File: config.mk
export PLATFORM = sky130hd
export DESIGN_NAME = spi_frame_receiver
export DESIGN_NICKNAME = d
export VERILOG_FILES = /design/src/rtl/spi_frame_receiver.sv
export SDC_FILE = /design/constraint.sdc
export NUM_CORES = 1
export LEC_CHECK = 0
export CELL_PAD_IN_SITES_DETAIL_PLACEMENT = 0
export CELL_PAD_IN_SITES_GLOBAL_PLACEMENT = 1
export CORE_ASPECT_RATIO = 2
export CORE_UTILIZATION = 30
export CTS_CLUSTER_SIZE = 30
export DETAILED_ROUTE_END_ITERATION = 8
export GPL_TIMING_DRIVEN = 1
export PLACE_DENSITY_LB_ADDON = 0.2
export RECOVER_POWER = 25
export SYNTH_ARGS = -nofsm -noshare
export SYNTH_HDL_FRONTEND = slang
export SYNTH_SLANG_ARGS = --single-unit
File: constraint.sdc
create_clock -name Clk200M -period 3.8 [get_ports Clk200M]
set_input_delay 0.76 -clock Clk200M [delete_from_list [all_inputs] [get_ports Clk200M]]
set_output_delay 0.76 -clock Clk200M [all_outputs]
set_load 0.01 [all_outputs]
File: src/rtl/spi_frame_receiver.sv
// spi_frame_receiver: oversampled SPI frame deserialiser feeding three per-channel FIFO write ports,
// with frame completion / framing error reporting.
module spi_frame_receiver #(
  parameter int          FRAME_WORDS = 2165,
  parameter int          CH_WORDS    = 721,
  parameter logic [15:0] HEADER      = 16'h7A63,
  parameter logic [15:0] TRAILER     = 16'h7A68
) (
  input  logic        Clk200M,
  input  logic        Rst_n,
  input  logic        Cs_n,
  input  logic        Clk_in,
  input  logic        MOSI,
  output logic [15:0] wrdata,
  output logic        wrreq0,
  output logic        wrreq1,
  output logic        wrreq2,
  output logic        frame_valid,
  output logic        frame_err,
  output logic [1:0]  err_code,
  output logic        busy
);
  typedef enum logic [2:0] {ARM, IDLE, HDR, PAY, TRL, DONE, DROP} state_e;
  localparam logic [11:0] CH0_END = 12'(CH_WORDS);
  localparam logic [11:0] CH1_END = 12'(2 * CH_WORDS);
  localparam logic [11:0] PAY_END = 12'(FRAME_WORDS - 2);
  state_e      state_q, state_d;
  logic [1:0]  cs_q, cs_d, mosi_q, mosi_d;
  logic [2:0]  sclk_q, sclk_d;
  logic [3:0]  bit_cnt_q, bit_cnt_d;
  logic [11:0] word_cnt_q, word_cnt_d;
  logic [15:0] shift_q, shift_d, wrdata_q, wrdata_d;
  logic [2:0]  wrreq_q, wrreq_d;
  logic        frame_valid_q, frame_valid_d, frame_err_q, frame_err_d;
  logic [1:0]  err_code_q, err_code_d;
  logic        cs_s, sclk_rise, capture, word_done, wr_en, hdr_bad, trl_done, short_frame;
  logic [15:0] word;
  assign cs_s        = cs_q[1];
  assign sclk_rise   = sclk_q[1] & ~sclk_q[2];
  assign capture     = state_q inside {HDR, PAY, TRL};
  assign word_done   = capture & sclk_rise & (bit_cnt_q == 4'd15);
  assign word        = {shift_q[14:0], mosi_q[1]};
  assign wr_en       = word_done & (state_q == PAY);
  assign hdr_bad     = word_done & (state_q == HDR) & (word != HEADER);
  assign trl_done    = word_done & (state_q == TRL);
  // A completing word wins over a same-cycle chip-select rise.
  assign short_frame = capture & ~word_done & cs_s;
  always_ff @(posedge Clk200M or negedge Rst_n) begin
    if (!Rst_n) begin
      state_q       <= ARM;
      cs_q          <= '0;
      sclk_q        <= '1;
      mosi_q        <= '0;
      bit_cnt_q     <= '0;
      word_cnt_q    <= '0;
      shift_q       <= '0;
      wrdata_q      <= '0;
      wrreq_q       <= '0;
      frame_valid_q <= 1'b0;
      frame_err_q   <= 1'b0;
      err_code_q    <= '0;
    end else begin
      state_q       <= state_d;
      cs_q          <= cs_d;
      sclk_q        <= sclk_d;
      mosi_q        <= mosi_d;
      bit_cnt_q     <= bit_cnt_d;
      word_cnt_q    <= word_cnt_d;
      shift_q       <= shift_d;
      wrdata_q      <= wrdata_d;
      wrreq_q       <= wrreq_d;
      frame_valid_q <= frame_valid_d;
      frame_err_q   <= frame_err_d;
      err_code_q    <= err_code_d;
    end
  end
  // Chip select resets to "asserted" so ARM only leaves once the line is really seen high.
  always_comb begin
    state_d = state_q;
    case (state_q)
      IDLE:    state_d = cs_s ? IDLE : HDR;
      HDR:     state_d = word_done ? ((word == HEADER) ? PAY : DROP) : cs_s ? IDLE : HDR;
      PAY:     state_d = word_done ? ((word_cnt_q == PAY_END) ? TRL : PAY) : cs_s ? IDLE : PAY;
      TRL:     state_d = word_done ? DONE : cs_s ? IDLE : TRL;
      default: state_d = cs_s ? IDLE : state_q;
    endcase
  end
  always_comb begin
    cs_d          = {cs_q[0], Cs_n};
    sclk_d        = {sclk_q[1:0], Clk_in};
    mosi_d        = {mosi_q[0], MOSI};
    bit_cnt_d     = (state_q == IDLE) ? 4'd0 : (capture & sclk_rise) ? bit_cnt_q + 4'd1 : bit_cnt_q;
    word_cnt_d    = (state_q == IDLE) ? 12'd0 : word_done ? word_cnt_q + 12'd1 : word_cnt_q;
    shift_d       = (capture & sclk_rise) ? word : shift_q;
    wrreq_d       = !wr_en ? 3'b000 : (word_cnt_q <= CH0_END) ? 3'b001 :
                    (word_cnt_q <= CH1_END) ? 3'b010 : 3'b100;
    wrdata_d      = wr_en ? word : wrdata_q;
    frame_valid_d = trl_done & (word == TRAILER);
    frame_err_d   = hdr_bad | (trl_done & (word != TRAILER)) | short_frame;
    err_code_d    = hdr_bad ? 2'd1 : short_frame ? 2'd2 :
                    trl_done ? ((word == TRAILER) ? 2'd0 : 2'd3) : err_code_q;
  end
  assign wrdata      = wrdata_q;
  assign wrreq0      = wrreq_q[0];
  assign wrreq1      = wrreq_q[1];
  assign wrreq2      = wrreq_q[2];
  assign frame_valid = frame_valid_q;
  assign frame_err   = frame_err_q;
  assign err_code    = err_code_q;
  assign busy        = (state_q != ARM) && (state_q != IDLE);
endmodule

# ---- Word-level counts from Yosys, hierarchy flattened
# Cells that the tools add are included.
dict set report totals {
  out_inout_bits 24
  regBits 64
  word_cells 70
  input_bits 5
}
dict set report op_classes {
  reduce_logical 7
  bitwise_logic 15
  eq_ne 11
  muxes 21
  add_sub_neg 2
  magnitude_cmp 2
}
# cell count
set ops {}
lappend ops {{== test 16 x 15 -> 1 bit, second input constant} 2}
lappend ops {{inequality test 16 x 15 -> 1 bit, second input constant} 2}
lappend ops {{two-way mux 3 bit} 10}
lappend ops {{two-way mux 12 bit} 2}
lappend ops {{adder 12 x 1 -> 12 bit, second input constant} 1}
lappend ops {{== test 12 bit, second input constant} 1}
lappend ops {{<= comparator 12 x 10 -> 1 bit, second input constant} 1}
lappend ops {{<= comparator 12 x 11 -> 1 bit, second input constant} 1}
lappend ops {{two-way mux 2 bit} 6}
lappend ops {{one-hot mux 3 bit (4 select lines)} 1}
lappend ops {{bitwise AND 1 bit} 11}
lappend ops {{nonzero test 3 bit} 3}
lappend ops {{two-way mux 4 bit} 2}
lappend ops {{== test 3 x 2 -> 1 bit, second input constant} 2}
lappend ops {{nonzero test 5 bit} 1}
lappend ops {{adder 4 x 1 -> 4 bit, second input constant} 1}
lappend ops {{== test 4 bit, second input constant} 1}
lappend ops {{nonzero test 2 bit} 2}
lappend ops {{== test 3 x 1 -> 1 bit, second input constant} 1}
lappend ops {{== test 3 bit, second input constant} 1}
lappend ops {{inequality test 3 x 1 -> 1 bit, second input constant} 1}
lappend ops {{inverter 1 bit} 2}
lappend ops {{bitwise OR 1 bit} 2}
lappend ops {{logical AND 1 bit} 1}

# ---- Depth between registers and ports, before layout
# Gate-level depths: netlist (run 1).
dict set report logic_depth {
  depth_word 9
  ltp_mapped 7
  mapped_depth_nobuf 7
}

# ---- Least setup slack after synthesis (run 1)
# No wires, ideal clock.
dict set report synth_timing {
  path_kind {register -> register}
  start {reg bit_cnt_q[0]}
  end {reg wrdata_q[10], in the netlist wrdata[10]}
  t_required_ps 3675
  setup_time_ps 125
  n_path_buf 2
  synth_period_minus_slack_ps 1923
  arrival_time_ps 1798
  slack_ps 1877
  path_stages_with_launch 8
  cell_sequence {dfrtp_1 ha_1 and4b_1 and2_0 buf_2 nand3_2 buf_2 mux2_2}
}
dict set report synth_via {
  elab_chain_cells 3
}
# element line
set synth_lines {}
lappend synth_lines {{from (decl)} 30} ;# logic [3:0] bit_cnt_q, bit_cnt_d;
lappend synth_lines {{from (signal assigned)} 67} ;# bit_cnt_q <= bit_cnt_d;
lappend synth_lines {{== test 4 bit} 41} ;# assign word_done = capture & sclk_rise & (bit_cnt_q == 4'd15);
lappend synth_lines {{bitwise AND 1 bit} 41}
lappend synth_lines {{bitwise AND 1 bit} 43} ;# assign wr_en = word_done & (state_q == PAY);
lappend synth_lines {{to (signal assigned)} 70} ;# wrdata_q <= wrdata_d;
lappend synth_lines {{to (decl)} 32} ;# logic [15:0] shift_q, shift_d, wrdata_q, wrdata_d;
# Every way passes these cells.
# A chain may end at the register's enable or synchronous reset.

# ---- Final worst setup path (run 1)
dict set report layout_timing {
  start {reg state_q[1]}
  end {out busy}
}
dict set report layout_via {
  elab_chain_cells 2
  elab_cells_between_ends 3
  cone_classes {1 x eq/ne; 2 x reduce/logical}
}
# element line
set layout_lines {}
lappend layout_lines {{from (decl)} 27} ;# state_e state_q, state_d;
lappend layout_lines {{from (signal assigned)} 63} ;# state_q <= state_d;
lappend layout_lines {{inequality test 3 x 1 -> 1 bit or nonzero test 3 bit (tied branches)} 110} ;# assign busy = (state_q != ARM) && (state_q != IDLE);
lappend layout_lines {{logical AND 1 bit *} 110}
lappend layout_lines {{to (decl)} 21} ;# output logic busy
# Every way passes the cells marked *; elsewhere a longest branch is shown, timed or not.

==> metrics.yaml, run 1 <==
outcome:
  status: "finished with violations"
  violations: "capacitance limit, slew limit"
power_and_ir_drop:
  powerDensity_mw_per_mm2: 484
  leakagePower_nw: 1.61
  p_total_mw: 1.77
  peakVddDrop_uv: 304
flow_run:
  maxCapViolCount: 1
synth:
  syn-cell-area_mm2: 0.00298
  synth_warnings: 0
  yosysTopAreaCellShare_pct: 51.2
  synth_fp_nets: 256
  synthArstFlopShare_pct: 100
  synth_cell_type_count: 54
  synth_edf_count: 0
  ys_ff_latch: 64
  synth_area_leaders: "dfrtp_1 (51%), mux2_2 (12%), dfstp_2 (2.6%)"
  avgSynthCellArea_um2: 12.1
  ys_seq_area_share_pct: 53.9
  synthCells: 246
  synth_top_area_cell: "dfrtp_1"
  synth_ff_type: "dfrtp_1"
place:
  hpwl_mm: 4.72
  gp_congestion: 0.780
  numPortBuffers: 28
  dpl_cell_area_mm2: 0.00336
timing:
  min_period_ns: 2.49
  rsz0062_at_grt: "no"
  slew_headroom_pct: -54.0
  finalMaxSlewViolations: 44
  hold_viol: 0
  min_period_over_period_pct: 65.4
  fin_tns_setup_ns: 0
  max_freq_mhz: 402
  worst_slew_pin_slew_ns: 2.31
  setup_violations: 0
  finalClockSkew_ns: 0.00538
final_layout:
  multi_input_area_mm2: 0.00128
  fin_area_mm2: 0.00366
  drive_gt1_share_pct: 22.9
  syn_to_final_growth_pct: 22.7
  final_cell_mix: "dfrtp_1 (61), mux2_2 (31), clkdlybuf4s50_1 (24)"
  utilization_pct: 37.7
  seqCellArea_mm2: 0.00161
  final_common_cell: "dfrtp_1"
  nNetsFinal: 285
  fillers: 1006
  diodes: 0
global_route:
  grtUsageTotal_pct: 14.6
  grtUsageMet1_pct: 15.5
  grt_util_met3_pct: 3.32
  grt.met2_usage_pct: 25.1
  grt_max_degree: 44
  overflow: 0
  grt_antenna_before_repair: 0
  grt_pass1_wl_mm: 11.1
  first_global_vias: 2142
  busiest_layer: "met2"
clock_tree:
  cts_setup_buffers: 0
  clkSlewWorstSetupHoldPaths_ns: 0.05
  cts_root_buffer: "clkbuf_16"
  clock_path_buffers: 2
  cts_made_buffers: 9
  clkSinkCount: 64
  cts_resized: 0
  cts_tree: "built"
  hold_buffers: 0
  htreeDepth: 3
  clock_latency_ns: 0.33
die:
  die-area_mm2: 0.0104
  io_pins: 29
  initial_core_util_pct: 30.7
  die_h_um: 143
  core_area_mm2: 0.00970
  die_w_um: 72.5
  rows: 51
drt:
  vias_per_cell: 4.85
  dr.pass1.iters: 4
  drt_wl_total_mm: 6.57
  avgRoutedWirePerCell_um: 16.0
  drc_errors: 0
  detail-route-antenna-nets: 0
  dr_total_vias: 1995
  drt_iter0_markers: 82
critical_path:
  start_kind: "flip-flop"
  ff2ff_setup_slack_ns: 1.53
  worst-path-max-fanout: 11
  cp.arrival_ns: 1.73
  crit_required_ns: 3.04
  crit_type: "reg -> out"
  end_kind: "output pin"
min_path:
  hold_path_class: "reg -> reg"
-- state kept, by name (all words and copies together), names as in the netlist --
signal / count
wrreq_q: 3
word_cnt_q: 12
cs_q: 2
frame_valid: 1
state_q: 3
frame_err: 1
wrdata: 16
sclk_q: 3
shift_q: 15
err_code: 2
mosi_q: 2
bit_cnt_q: 4
-- per-stage QoR --
stage	std cells	hold slack, ns	worst slack [ns]
2_1_floorplan	246	0.331	1.88
3_5_place_dp	396	0.343	1.53
3_3_place_gp	396	0.334	1.60
6_report	411	0.352	1.31
5_1_grt	411	0.361	0.720
4_1_cts	411	0.356	1.30
-- cells by family (layout without fill, tap and decap cells) --
logic type,count (synthesis),in the layout,synth area share (%)
xor gates and xnor gates,10,10,2.94
and+or+nand+nor,82,82,16.6
adders and majority gates,5,5,2.10
AOI/OAI and AO/OA,37,37,9.41
muxes,32,32,12.1
buffers and inverters,16,49,2.98
DFF,64,64,53.9
-- critical path, cell delays in order, from the launching register on --
cell	delay, ns
dfrtp_1	0.50
or2_2	0.40
clkdlybuf4s50_1	0.50
-- synthesized netlist by cell type, drive strengths merged (2+ instances only) --
cell,n
dfrtp,61
mux2,31
nor2,19
nand2,18
o21ai,9
buf,8
nand3,8
a21oi,6
nor2b,6
ha,5
xnor2,5
xor2,5
clkbuf,4
inv,4
nor3,4
nor4,4
o2111ai,4
o211ai,4
and3,3
dfstp,3
nand4,3
nand4b,3
or2,3
or4b,3
o31a,2
o31ai,2
or3,2
-- final timing paths --
path	startpoint	end	depth (start not counted)
worst max-delay path	state_q[1]	busy	2
worst max register to register	state_q[1]	bit_cnt_q[3]	5
worst min register to register	mosi_q[0]	mosi_q[1]	0
worst min-delay path	mosi_q[0]	mosi_q[1]	0
max in group asynchronous	Rst_n	err_code[0]	1
min in group asynchronous	Rst_n	word_cnt_q[2]	1
-- cell type report --
class | count | area share [%]
inverter | 4 | 0.411
clock inverter | 5 | 1.57
tap | 132 | 4.52
clock buffer | 10 | 6.54
timing repair buffer | 30 | 7.91
multi-input combinational | 166 | 35.1
sequential | 64 | 43.9
-- where the power goes --
part / leakage (nW) / switching, mW / internal (mW)
Clock: 0.148 / 0.291 / 0.521
Sequential: 0.856 / 0.0657 / 0.732
Combinational: 0.602 / 0.0911 / 0.0702
-- per-layer routing --
| layer | wire length, µm | vias up |
|---|---|---|
| met1 | 2470 | 989 |
| met2 | 3580 | 44 |
| met5 | 0 | - |
| li1 | - | 941 |
| met3 | 206 | 21 |
| met4 | 302 | 0 |
Note: power is estimated with default switching activity, not from simulation.
==> inputs of run 2 (changes only) <==
clock period = 2.54 ns   (was 3.8 ns; I/O delays follow)
==> run 2 against run 1 <==
  * The run still ends with capacitance limit, slew limit left
  * Via count fell by 0.15%
  * Sequential share of layout area fell by 0.46 points
  * Final cell count rose by 0.97%
  * Final area rose by 1.1%
  * Critical endpoint unchanged
  * Largest power group unchanged
==> metrics.yaml, run 2 (synthesized netlist as in run 1, its figures left out) <==
outcome:
  status: "finished with violations"
  violations: "capacitance limit, slew limit"
drt:
  dr_total_vias: 1992
  vias_per_cell: 4.80
  drt_wl_total_mm: 6.51
  dr.pass1.iters: 4
  detail-route-antenna-nets: 0
  avgRoutedWirePerCell_um: 15.7
  drt_iter0_markers: 44
  drc_errors: 0
critical_path:
  cp.arrival_ns: 1.82
  crit_type: "reg -> out"
  r2r_end: "wrdata[2]"
  r2r_start: "bit_cnt_q[0]"
  worst-path-max-fanout: 7
  crit_required_ns: 2.03
  r2r_cells: 5
  end_kind: "output pin"
  start_kind: "flip-flop"
  ff2ff_setup_slack_ns: 0.40
final_layout:
  final_cell_mix: "dfrtp_1 (61), mux2_2 (31), clkdlybuf4s50_1 (27)"
  nNetsFinal: 288
  utilization_pct: 38.1
  diodes: 0
  largest_reg_flops: 16
  drive_gt1_share_pct: 24.0
  syn_to_final_growth_pct: 24.0
  final_common_cell: "dfrtp_1"
clock_tree:
  cts_setup_buffers: 0
  cts_root_buffer: "clkbuf_16"
  htreeDepth: 3
  cts_resized: 0
  cts_made_buffers: 9
  clkSlewWorstSetupHoldPaths_ns: 0.05
  cts_tree: "built"
  clock_latency_ns: 0.32
  hold_buffers: 0
  clkSinkCount: 64
  clock_path_buffers: 2
place:
  gp_congestion: 0.767
  numPortBuffers: 28
  hpwl_mm: 4.65
timing:
  slew_headroom_pct: -7.87
  rsz0062_at_grt: "no"
  min_period_ns: 2.32
  setup_violations: 0
  hold_viol: 0
  worst_slew_pin_slew_ns: 1.62
  fin_tns_setup_ns: 0
  max_freq_mhz: 430
  finalMaxSlewViolations: 65
  min_period_over_period_pct: 91.5
  finalClockSkew_ns: 0.00408
power_and_ir_drop:
  powerDensity_mw_per_mm2: 746
  leakagePower_nw: 1.62
  peakVddDrop_uv: 466
  comb_power_share_pct: 9.6
  clkPwrFrac_pct: 47.2
  sw_frac_of_total_pct: 24.8
  power.internal_mw: 2.07
  p_total_mw: 2.76
  switchingPower_mw: 0.682
  seqPwrFrac_pct: 43.2
die:
  core_area_mm2: 0.00970
  die-area_mm2: 0.0104
  die_w_um: 72.5
  io_pins: 29
  rows: 51
  initial_core_util_pct: 30.7
  die_h_um: 143
flow_run:
  maxCapViolCount: 1
min_path:
  hold_path_class: "reg -> reg"
  hold_path_end: "cs_q[1]"
  min_from: "cs_q[0]"
  min_path_cells: 0
global_route:
  grt_max_degree: 65
  overflow: 0
  grt_antenna_before_repair: 0
  first_global_vias: 2047
  grt_pass1_wl_mm: 10.8
  grtUsageTotal_pct: 14.3
## run 2: cell count changes in the layout (fill, tap and decap cells not counted), sizes merged
cell	delta
buf	+3
clkdlybuf4s50	+3
dlygate4sd3	-3
clkinv	-2
bufinv	+1
clkbuf	+1
clkinvlp	+1
## run 2: worst max-delay path, stage by stage, from the launching register on
cell	delay [ns]
dfrtp_1	0.46
buf_4	0.19
or2_2	0.34
clkdlybuf4s50_1	0.50
## run 2: final cells by class
type,instances,area [µm²]
Multi-Input combinational cell,166,1280
Clock inverter,5,81.3
Inverter,4,15.0
Sequential cell,64,1610
Tap cell,132,165
Timing Repair Buffer,33,310
Clock buffer,11,233
Fill cell,982,6000
## run 2: power by group through the flow
stage	logic (mW)	clock network, mW	registers, mW
after detailed placement	0.275	0	1.21
final	0.264	1.30	1.19
after global routing	0.297	1.37	1.21
after CTS	0.276	1.33	1.20
after floorplan	0.206	0	1.16
after global placement	0.275	0	1.21
## run 2: how the worst max path moves through the flow
| stage | to | start | slack, ns | cells after the start |
|---|---|---|---|---|
| after detailed placement | wrdata[2] | bit_cnt_q[0] | 0.37 | 5 |
| after floorplan | wrdata[10] | bit_cnt_q[0] | 0.62 | 7 |
| after global routing | busy | state_q[1] | 0.16 | 3 |
| after global placement | wrdata[0] | bit_cnt_q[0] | 0.48 | 5 |
| final | busy | state_q[1] | 0.22 | 3 |
| after CTS | busy | state_q[1] | 0.20 | 3 |
## run 2: metal layers
| metal | track usage (%) | vias up | share of wire (%) |
|---|---|---|---|
| met2 | 26.6 | 25 | 59 |
| met1 | 14.5 | 1009 | 37 |
| met3 | 2.61 | 5 | 2.3 |
| met5 | 0 | - | 0 |
| met4 | 8.05 | 0 | 1.9 |
| li1 | - | 953 | - |
## run 2: per-stage QoR
step / instance area, µm² / instances / hold slack [ns] / setup WS, ns
3_3_place_gp: 3400 / 399 / 0.336 / 0.476
2_1_floorplan: 2980 / 246 / 0.212 / 0.617
4_1_cts: 3710 / 415 / 0.201 / 0.199
6_report: 3690 / 415 / 0.346 / 0.217
5_1_grt: 3690 / 415 / 0.356 / 0.163
3_5_place_dp: 3400 / 399 / 0.336 / 0.373
==> inputs of run 3 (changes only) <==
CORE_ASPECT_RATIO = unset   (was 2)
SKIP_CTS_REPAIR_TIMING = 1   (was unset)
TNS_END_PERCENT = 50   (was unset)
==> run 3 against run 2 <==
  * The flow now finishes without violations
  * Sequential cell count unchanged
  * Setup slack improved by 0.060 ns
  * Sequential power about the same
  * Non-clock buffer count is the same
  * Via count decreased by 1.2%
  * Hold slack better by 0.023 ns
  * Final area is 1.3% lower
  * Largest power group is now sequential cells
==> metrics.yaml, run 3 (synthesized netlist as in run 1, its figures left out) <==
outcome:
  status: "completed"
timing:
  setup_violations: 0
  hold_viol: 0
  worst_slew_pin_slew_ns: 1.18
  rsz0062_at_grt: "no"
  min_period_over_period_pct: 89.1
  finalMaxSlewViolations: 0
  finalClockSkew_ns: 0.00825
  slew_headroom_pct: 21.4
  fin_tns_setup_ns: 0
  min_period_ns: 2.26
  max_freq_mhz: 442
final_layout:
  final_cell_mix: "dfrtp_1 (61), mux2_2 (31), clkdlybuf4s50_1 (24)"
  utilization_pct: 37.7
  fin_area_mm2: 0.00365
  final_common_cell: "dfrtp_1"
  drive_gt1_share_pct: 23.7
  largest_reg_flops: 16
  fillers: 941
  syn_to_final_growth_pct: 22.5
  diodes: 0
  nNetsFinal: 288
  fin_cells: 416
place:
  gp_congestion: 0.749
  numPortBuffers: 28
  dpl_cell_area_mm2: 0.00340
  hpwl_mm: 3.96
  numPlacedInstances: 400
critical_path:
  critPathLaunch: "state_q[1]"
  r2r_start: "bit_cnt_q[0]"
  crit_family: "flip-flops"
  worst-path-max-fanout: 11
  crit_type: "reg -> out"
  cp.arrival_ns: 1.76
  path_cells: "or2_2 > clkdlybuf4s50_1"
  path_buf_inv: 1
  cp_slowest_cell: "dfrtp_1"
  start_kind: "flip-flop"
  end_kind: "output pin"
  ff2ff_setup_slack_ns: 0.40
  max_stage_delay_ns: 0.51
  crit_required_ns: 2.03
drt:
  detail-route-antenna-nets: 0
  drc_errors: 0
  drt_wl_total_mm: 5.96
  dr.pass1.iters: 4
  drt_iter0_markers: 77
  avgRoutedWirePerCell_um: 14.3
  dr_total_vias: 1969
  vias_per_cell: 4.73
clock_tree:
  cts_root_buffer: "clkbuf_8"
  clock_path_buffers: 2
  cts_tree: "built"
  clock_latency_ns: 0.34
  cts_made_buffers: 9
  htreeDepth: 3
  clkSlewWorstSetupHoldPaths_ns: 0.08
  clkSinkCount: 64
die:
  die-area_mm2: 0.0103
  rows: 36
  die_w_um: 102
  initial_core_util_pct: 30.8
  core_area_mm2: 0.00968
  io_pins: 29
  die_h_um: 102
global_route:
  overflow: 0
  grt_antenna_before_repair: 0
  first_global_vias: 1924
  grtUsageTotal_pct: 13.1
  grt_pass1_wl_mm: 10.2
  grt_max_degree: 46
flow_run:
  maxCapViolCount: 0
min_path:
  min_from: "sclk_q[1]"
  hold_path_class: "reg -> reg"
power_and_ir_drop:
  powerDensity_mw_per_mm2: 697
  peakVddDrop_uv: 289
  leakagePower_nw: 1.60
run 3: cell count changes in the layout (fill, tap and decap cells not counted), sizes merged:
cell,previous run,this run
clkbuf,12,11
clkinv,2,1
bufinv,2,3
clkdlybuf4s50,27,24
inv,4,5
dlygate4sd3,0,3
run 3: metrics by stage:
stage          hold WS (ns)  total power, mW  setup WS [ns]
3_5_place_dp          0.346             1.47          0.391
2_1_floorplan         0.212             1.37          0.617
4_1_cts               0.135             2.59          0.249
6_report              0.369             2.54          0.276
3_3_place_gp          0.334             1.47          0.448
5_1_grt               0.374             2.68          0.187
run 3: metal layers:
layer | vias up | part of all wire (%) | track usage, %
met3 | 7 | 4.7 | 4.55
met5 | - | 0 | 0
met1 | 973 | 50 | 18.9
met4 | 0 | 1.0 | 3.34
met2 | 40 | 45 | 18.7
li1 | 949 | - | -
run 3: path summary, 6_finish.rpt:
kind,depth (start not counted),endpoint
max reg2reg,5,wrdata[12]
min reg2reg,0,sclk_q[2]
max,2,busy
min in group asynchronous,1,wrreq_q[0]
max in group asynchronous,2,sclk_q[1]
min,0,sclk_q[2]
run 3: layout make-up:
class                           instances  area [µm²]  share of cell area, %
Tap cell                              133         166                   4.56
Timing Repair Buffer                   33         324                   8.88
Clock buffer                           10         138                   3.77
Sequential cell                        64        1610                   44.0
Inverter                                4        15.0                  0.412
Multi-Input combinational cell        166        1280                   35.2
Clock inverter                          6         115                   3.15
run 3: power breakdown:
group | leakage [nW] | internal (mW) | total (mW) | switching [mW]
clock | 0.123 | 0.684 | 1.10 | 0.414
sequential | 0.855 | 1.09 | 1.19 | 0.0964
combinational | 0.621 | 0.118 | 0.256 | 0.138
